[src/rtl/pc_seq_ctrl.sv]
// Next-PC sequencer: picks the fetch PC (seq / branch / exception / rfi) and holds SRR0.
// pc_wr and npc are combinational, exc_ack is one cycle later; redirects seen under stall wait in PEND.
// Stall blocks all PC writes; the first redirect and the first exception are kept until release.
module pc_seq_ctrl #(
   parameter int                  PC_WIDTH    = 32,
   parameter logic [PC_WIDTH-1:0] RESET_ADDR  = 32'h0000_3000,
   parameter logic [PC_WIDTH-1:0] EXC_BASE    = 32'h0000_0100,
   parameter int                  BOOT_CYCLES = 2
) (
   input  logic                clk,
   input  logic                rst_n,
   input  logic                stall,
   input  logic [PC_WIDTH-1:0] pc,
   input  logic                br_taken,
   input  logic [PC_WIDTH-1:0] br_target,
   input  logic                rfi,
   input  logic                exc_req,
   input  logic [3:0]          exc_vec,
   output logic                pc_wr,
   output logic [PC_WIDTH-1:0] npc,
   output logic [PC_WIDTH-1:0] srr0,
   output logic                exc_ack,
   output logic                busy
);

   typedef enum logic [1:0] {BOOT, RUN, PEND} state_t;

   state_t              state;
   logic [3:0]          boot_cnt;
   logic [PC_WIDTH-1:0] pend_addr;
   logic                pend_exc;

   logic [PC_WIDTH-1:0] exc_tgt;
   logic [PC_WIDTH-1:0] br_tgt;
   logic [PC_WIDTH-1:0] seq_tgt;
   logic [PC_WIDTH-1:0] req_tgt;
   logic                req_any;
   logic                exc_new;

   always_comb begin
      exc_tgt = EXC_BASE + (PC_WIDTH'(exc_vec) << 8);
      br_tgt  = br_target & ~PC_WIDTH'(3);
      seq_tgt = pc + PC_WIDTH'(4);
      req_any = exc_req | rfi | br_taken;
      exc_new = exc_req & ~pend_exc;
      if (exc_req)
         req_tgt = exc_tgt;
      else if (rfi)
         req_tgt = srr0;
      else if (br_taken)
         req_tgt = br_tgt;
      else
         req_tgt = seq_tgt;
   end

   always_comb begin
      pc_wr = 1'b0;
      npc   = seq_tgt;
      case (state)
         BOOT: npc = RESET_ADDR;
         RUN: begin
            pc_wr = ~stall;
            if (!stall)
               npc = req_tgt;
         end
         PEND: begin
            pc_wr = ~stall;
            npc   = exc_new ? exc_tgt : pend_addr;
         end
         default: begin
            pc_wr = 1'b0;
            npc   = RESET_ADDR;
         end
      endcase
   end

   assign busy = (state != RUN);

   always_ff @(posedge clk) begin
      if (!rst_n) begin
         state     <= BOOT;
         boot_cnt  <= '0;
         pend_addr <= '0;
         pend_exc  <= 1'b0;
         srr0      <= '0;
         exc_ack   <= 1'b0;
      end else begin
         exc_ack <= 1'b0;
         case (state)
            BOOT: begin
               boot_cnt <= boot_cnt + 4'd1;
               if (boot_cnt == 4'(BOOT_CYCLES - 1))
                  state <= RUN;
            end
            RUN: begin
               if (exc_req) begin
                  srr0    <= pc;
                  exc_ack <= 1'b1;
               end
               if (stall && req_any) begin
                  pend_addr <= req_tgt;
                  pend_exc  <= exc_req;
                  state     <= PEND;
               end
            end
            PEND: begin
               // Only a first exception may replace the held redirect; rfi/branch are dropped.
               if (exc_new) begin
                  srr0    <= pc;
                  exc_ack <= 1'b1;
               end
               if (stall) begin
                  if (exc_new) begin
                     pend_addr <= exc_tgt;
                     pend_exc  <= 1'b1;
                  end
               end else begin
                  pend_exc <= 1'b0;
                  state    <= RUN;
               end
            end
            default: state <= BOOT;
         endcase
      end
   end

endmodule

[config.mk]
export PLATFORM = sky130hd
export DESIGN_NAME = pc_seq_ctrl
export DESIGN_NICKNAME = d
export VERILOG_FILES = /design/src/rtl/pc_seq_ctrl.sv
export SDC_FILE = /design/constraint.sdc
export NUM_CORES = 1
export LEC_CHECK = 0
export CORE_MARGIN = 2
export CORE_UTILIZATION = 44
export DETAILED_ROUTE_END_ITERATION = 6
export GPL_ROUTABILITY_DRIVEN = 1
export MAX_ROUTING_LAYER = met4
export PLACE_DENSITY_LB_ADDON = 0.12
export SYNTH_ARGS = -nofsm -noshare
export SYNTH_HDL_FRONTEND = slang
export SYNTH_SLANG_ARGS = --single-unit
[constraint.sdc]
create_clock -name clk -period 2.8 [get_ports clk]
set_input_delay 0.56 -clock clk [delete_from_list [all_inputs] [get_ports clk]]
set_output_delay 0.56 -clock clk [all_outputs]
set_load 0.01 [all_outputs]
==> qor.csv <==
metric,value,unit
most frequent cell after synthesis,nand2_1,
Port Buf Inserts,138,
sequential share of the synthesized area,0.296,
die height,109,µm
"most used cell, CP",buf_2,
detailed-route wire length,21900,µm
critical path type,primary input to output pin,
TritonCTS Buffers,9,
first-pass GRT wire length,32700,µm
vias per cell,6.07,
Total Routing Usage GR,0.372,
total die area,11900,µm²
# hold bufs at CTS,0,
endpoint type of the worst setup path,output pin,
via count,6632,
routability cong.,0.941,
syn_nets,739,
Area contributors post-synth,"dfxtp_1 (30%), nand2_1 (9.2%), a21oi_1 (5.9%)",
R2R Path Start,state[0],
total negative slack,-0.323,ns
#FFs+latches synth,72,
final instance area,8260,µm²
CTS Root Cell,clkbuf_8,
Cell Rows,38,
antenna violations before repair,0,
post-layout net count,1029,
Worst VDD drop,0.579,mV
failing checks,"design-rule violations, negative setup slack",
CP Launch Point,pc[12],
Yosys Warn Count,0,
Hold Startpoint,pc[3],
headroom to the max-slew limit,0.724,
number of max-cap violations,0,
fmax,345,MHz
1st-pass router iterations,7,
largest net degree at the start of global routing,45,
main combinational cell family by area after synthesis,compound AO/OA/AOI/OAI gates,
Syn Std Cell Area,4860,µm²
HPWL Detailed,15200,µm
Synth area leader,dfxtp_1,
syn_area_per_cell,7.40,µm²
Synth async-reset ratio,0,
share of cells above drive strength 1,0.347,
mux contribution to synthesized area,0.0216,
Tot Pwr,0.00480,W
Post-Syn Instances,657,
Final Hold Viols,0,
post-route ant nets,0,
P_leak,3.32,nW
Post-synth EDFFs,0,
Placeable Area,10800,µm²
setup ws final,-0.0994,ns
Synth Area in Adders,0.0206,
CTS Buffer Depth,2,
cell family with most CP delay,compound AO/OA/AOI/OAI gates,
Critical Path RT,2.24,ns
crit start category,primary input,
die width,109,µm
Area growth syn-to-layout,69.9,%
Initial Util,0.450,
RSZ-0062 raised after global routing,yes,
Synth Area in Compound Gates,0.311,
iteration-0 DRC count of the detailed router,760,
Period minus WS final,2.90,ns
Skew-Pair Late Insertion Delay,0.38,ns
Clock Pin Slew Worst Setup and Hold Paths,0.07,ns
grt total ovfl,0,
IO Pins,141,
Antenna diodes,0,
Hold WC Path Type,primary input to flop,
Simple-Gate Fraction of Synth Area,0.253,
Synth Flop Type,dfxtp_1,
CP max stage cell,or4_4,
outcome,finished with violations,
clk_skew,0.0113,ns
slew at the pin closest to its max-slew limit,0.409,ns
DP Area,7480,µm²
"Max FO, Critical Path",3,
Max Slew Vio Count,0,
worst-path cell chain,buf_2 -> nand4_1 -> or4_4 -> o31a_1 -> o31ai_4 -> o221ai_2 -> buf_2,
pwr dens,581,nW/µm²
part of the cycle the worst path needs,1.04,
H-Tree Depth,3,
CTS tree,yes,
"slowest stage delay, CP",0.57,ns
hold slack,0.452,ns
xor/xnor cell area share of the yosys netlist,0.0414,
Clock Sinks,72,
Final Setup Violations,9,
vias in the first global route,6308,
wire length per cell,20.1,µm
most instantiated cells after synthesis,"nand2_1 (119), dfxtp_1 (72), a21oi_1 (57), nor2_1 (41), clkbuf_1 (39)",
# DRC,7,
unique cell type count in the Yosys netlist,66,
worst path bufs/invs,2,
Yosys top cell area share,0.296,
WP data arrival,2.34,ns
## layout by cell type, fill, tap and decap left out, types with 5 or more instances in the layout
cell,synthesis,final
nor3_1,10,7
clkdlybuf4s15_2,0,5
nor2_1,41,34
o21ai_0,31,26
buf_4,0,170
o221ai_1,16,14
inv_1,16,16
nand3_1,17,14
o211ai_1,8,8
o22ai_1,5,5
buf_6,0,20
a31oi_1,8,8
clkbuf_2,1,7
clkbuf_8,0,11
o21ai_1,3,7
mux2i_1,6,6
a21oi_1,57,53
xor2_1,10,9
nand4_1,14,14
nand2b_1,7,7
clkdlybuf4s50_1,0,87
a32oi_1,6,6
a22oi_1,27,26
nand2_1,119,117
xnor2_1,13,8
nor4_4,0,5
xnor2_2,0,5
buf_2,6,28
o31ai_2,2,5
and4_1,5,5
dfxtp_1,72,71
a22o_1,7,7
o31ai_1,9,5
a211oi_1,7,6
## state kept, by name, indices dropped and copies added, names as in the netlist
name	count
pend_addr	32
state	2
srr0	32
boot_cnt	4
pend_exc	1
exc_ack	1
## metal layers
layer / part of all wire / vias to the layer above / routed length, µm / GRT usage
li1: - / 3017 / - / -
met1: 0.42 / 3149 / 9230 / 0.478
met2: 0.46 / 404 / 10100 / 0.582
met3: 0.089 / 62 / 1960 / 0.0556
met4: 0.028 / 0 / 607 / 0.154
met5: 0 / - / 0 / -
## worst paths after layout
check	end	slack [ns]	cells after the start
worst max-delay path	npc[23]	-0.1	7
worst min register to register	pend_addr[13]	0.47	2
worst max register to register	pend_addr[26]	0.36	10
worst min-delay path	srr0[3]	0.45	3
## area by class of cell
class                           count  area, µm²
Inverter                           19       76.3
Clock inverter                      5       78.8
Sequential cell                    72       1440
Multi-Input combinational cell    516       3540
Timing Repair Buffer              329       2800
Tap cell                          140        175
Clock buffer                       11        151
Fill cell                         806       2530
## metrics by stage
step	cells	setup slack, ns	util
4_1_cts	1086	-0.157	0.748
6_report	1092	-0.0994	0.765
3_3_place_gp	1049	-0.974	0.693
2_1_floorplan	657	0.00586	-
3_5_place_dp	1049	-1.01	0.693
5_1_grt	1092	-0.153	0.765
## cells by family (layout without fill, tap and decap cells)
kind of cell	count (synthesis)	count (layout)
buffers and inverters	69	364
muxes	10	10
and+or+nand+nor	255	255
AOI/OAI and AO/OA	220	220
xor gates and xnor gates	23	23
adders and majority gates	8	8
DFF	72	72
## repair_timing
action                                  CTS  global route
gates resized for setup                 243            49
pin swaps                                30            21
endpoints found under the setup margin   33            26
gates cloned                              2             0
endpoints found under the hold margin     0             0
setup buffers                            19             6
## power breakdown
group	switching (W)	total, W	leakage, nW	internal [W]
Combinational	0.00132	0.00244	2.62	0.00111
Sequential	0.000146	0.00136	0.585	0.00122
Clock	0.000448	0.000997	0.119	0.000549
## worst min-delay path: cells and delay by family
kind / cells / cell delay, ns
AND/OR/NAND/NOR: 1 / 0.05
AO/OA/AOI/OAI: 1 / 0.05
buffers and inverters: 1 / 0.11
No activity file was read; power rests on OpenSTA's default activity.
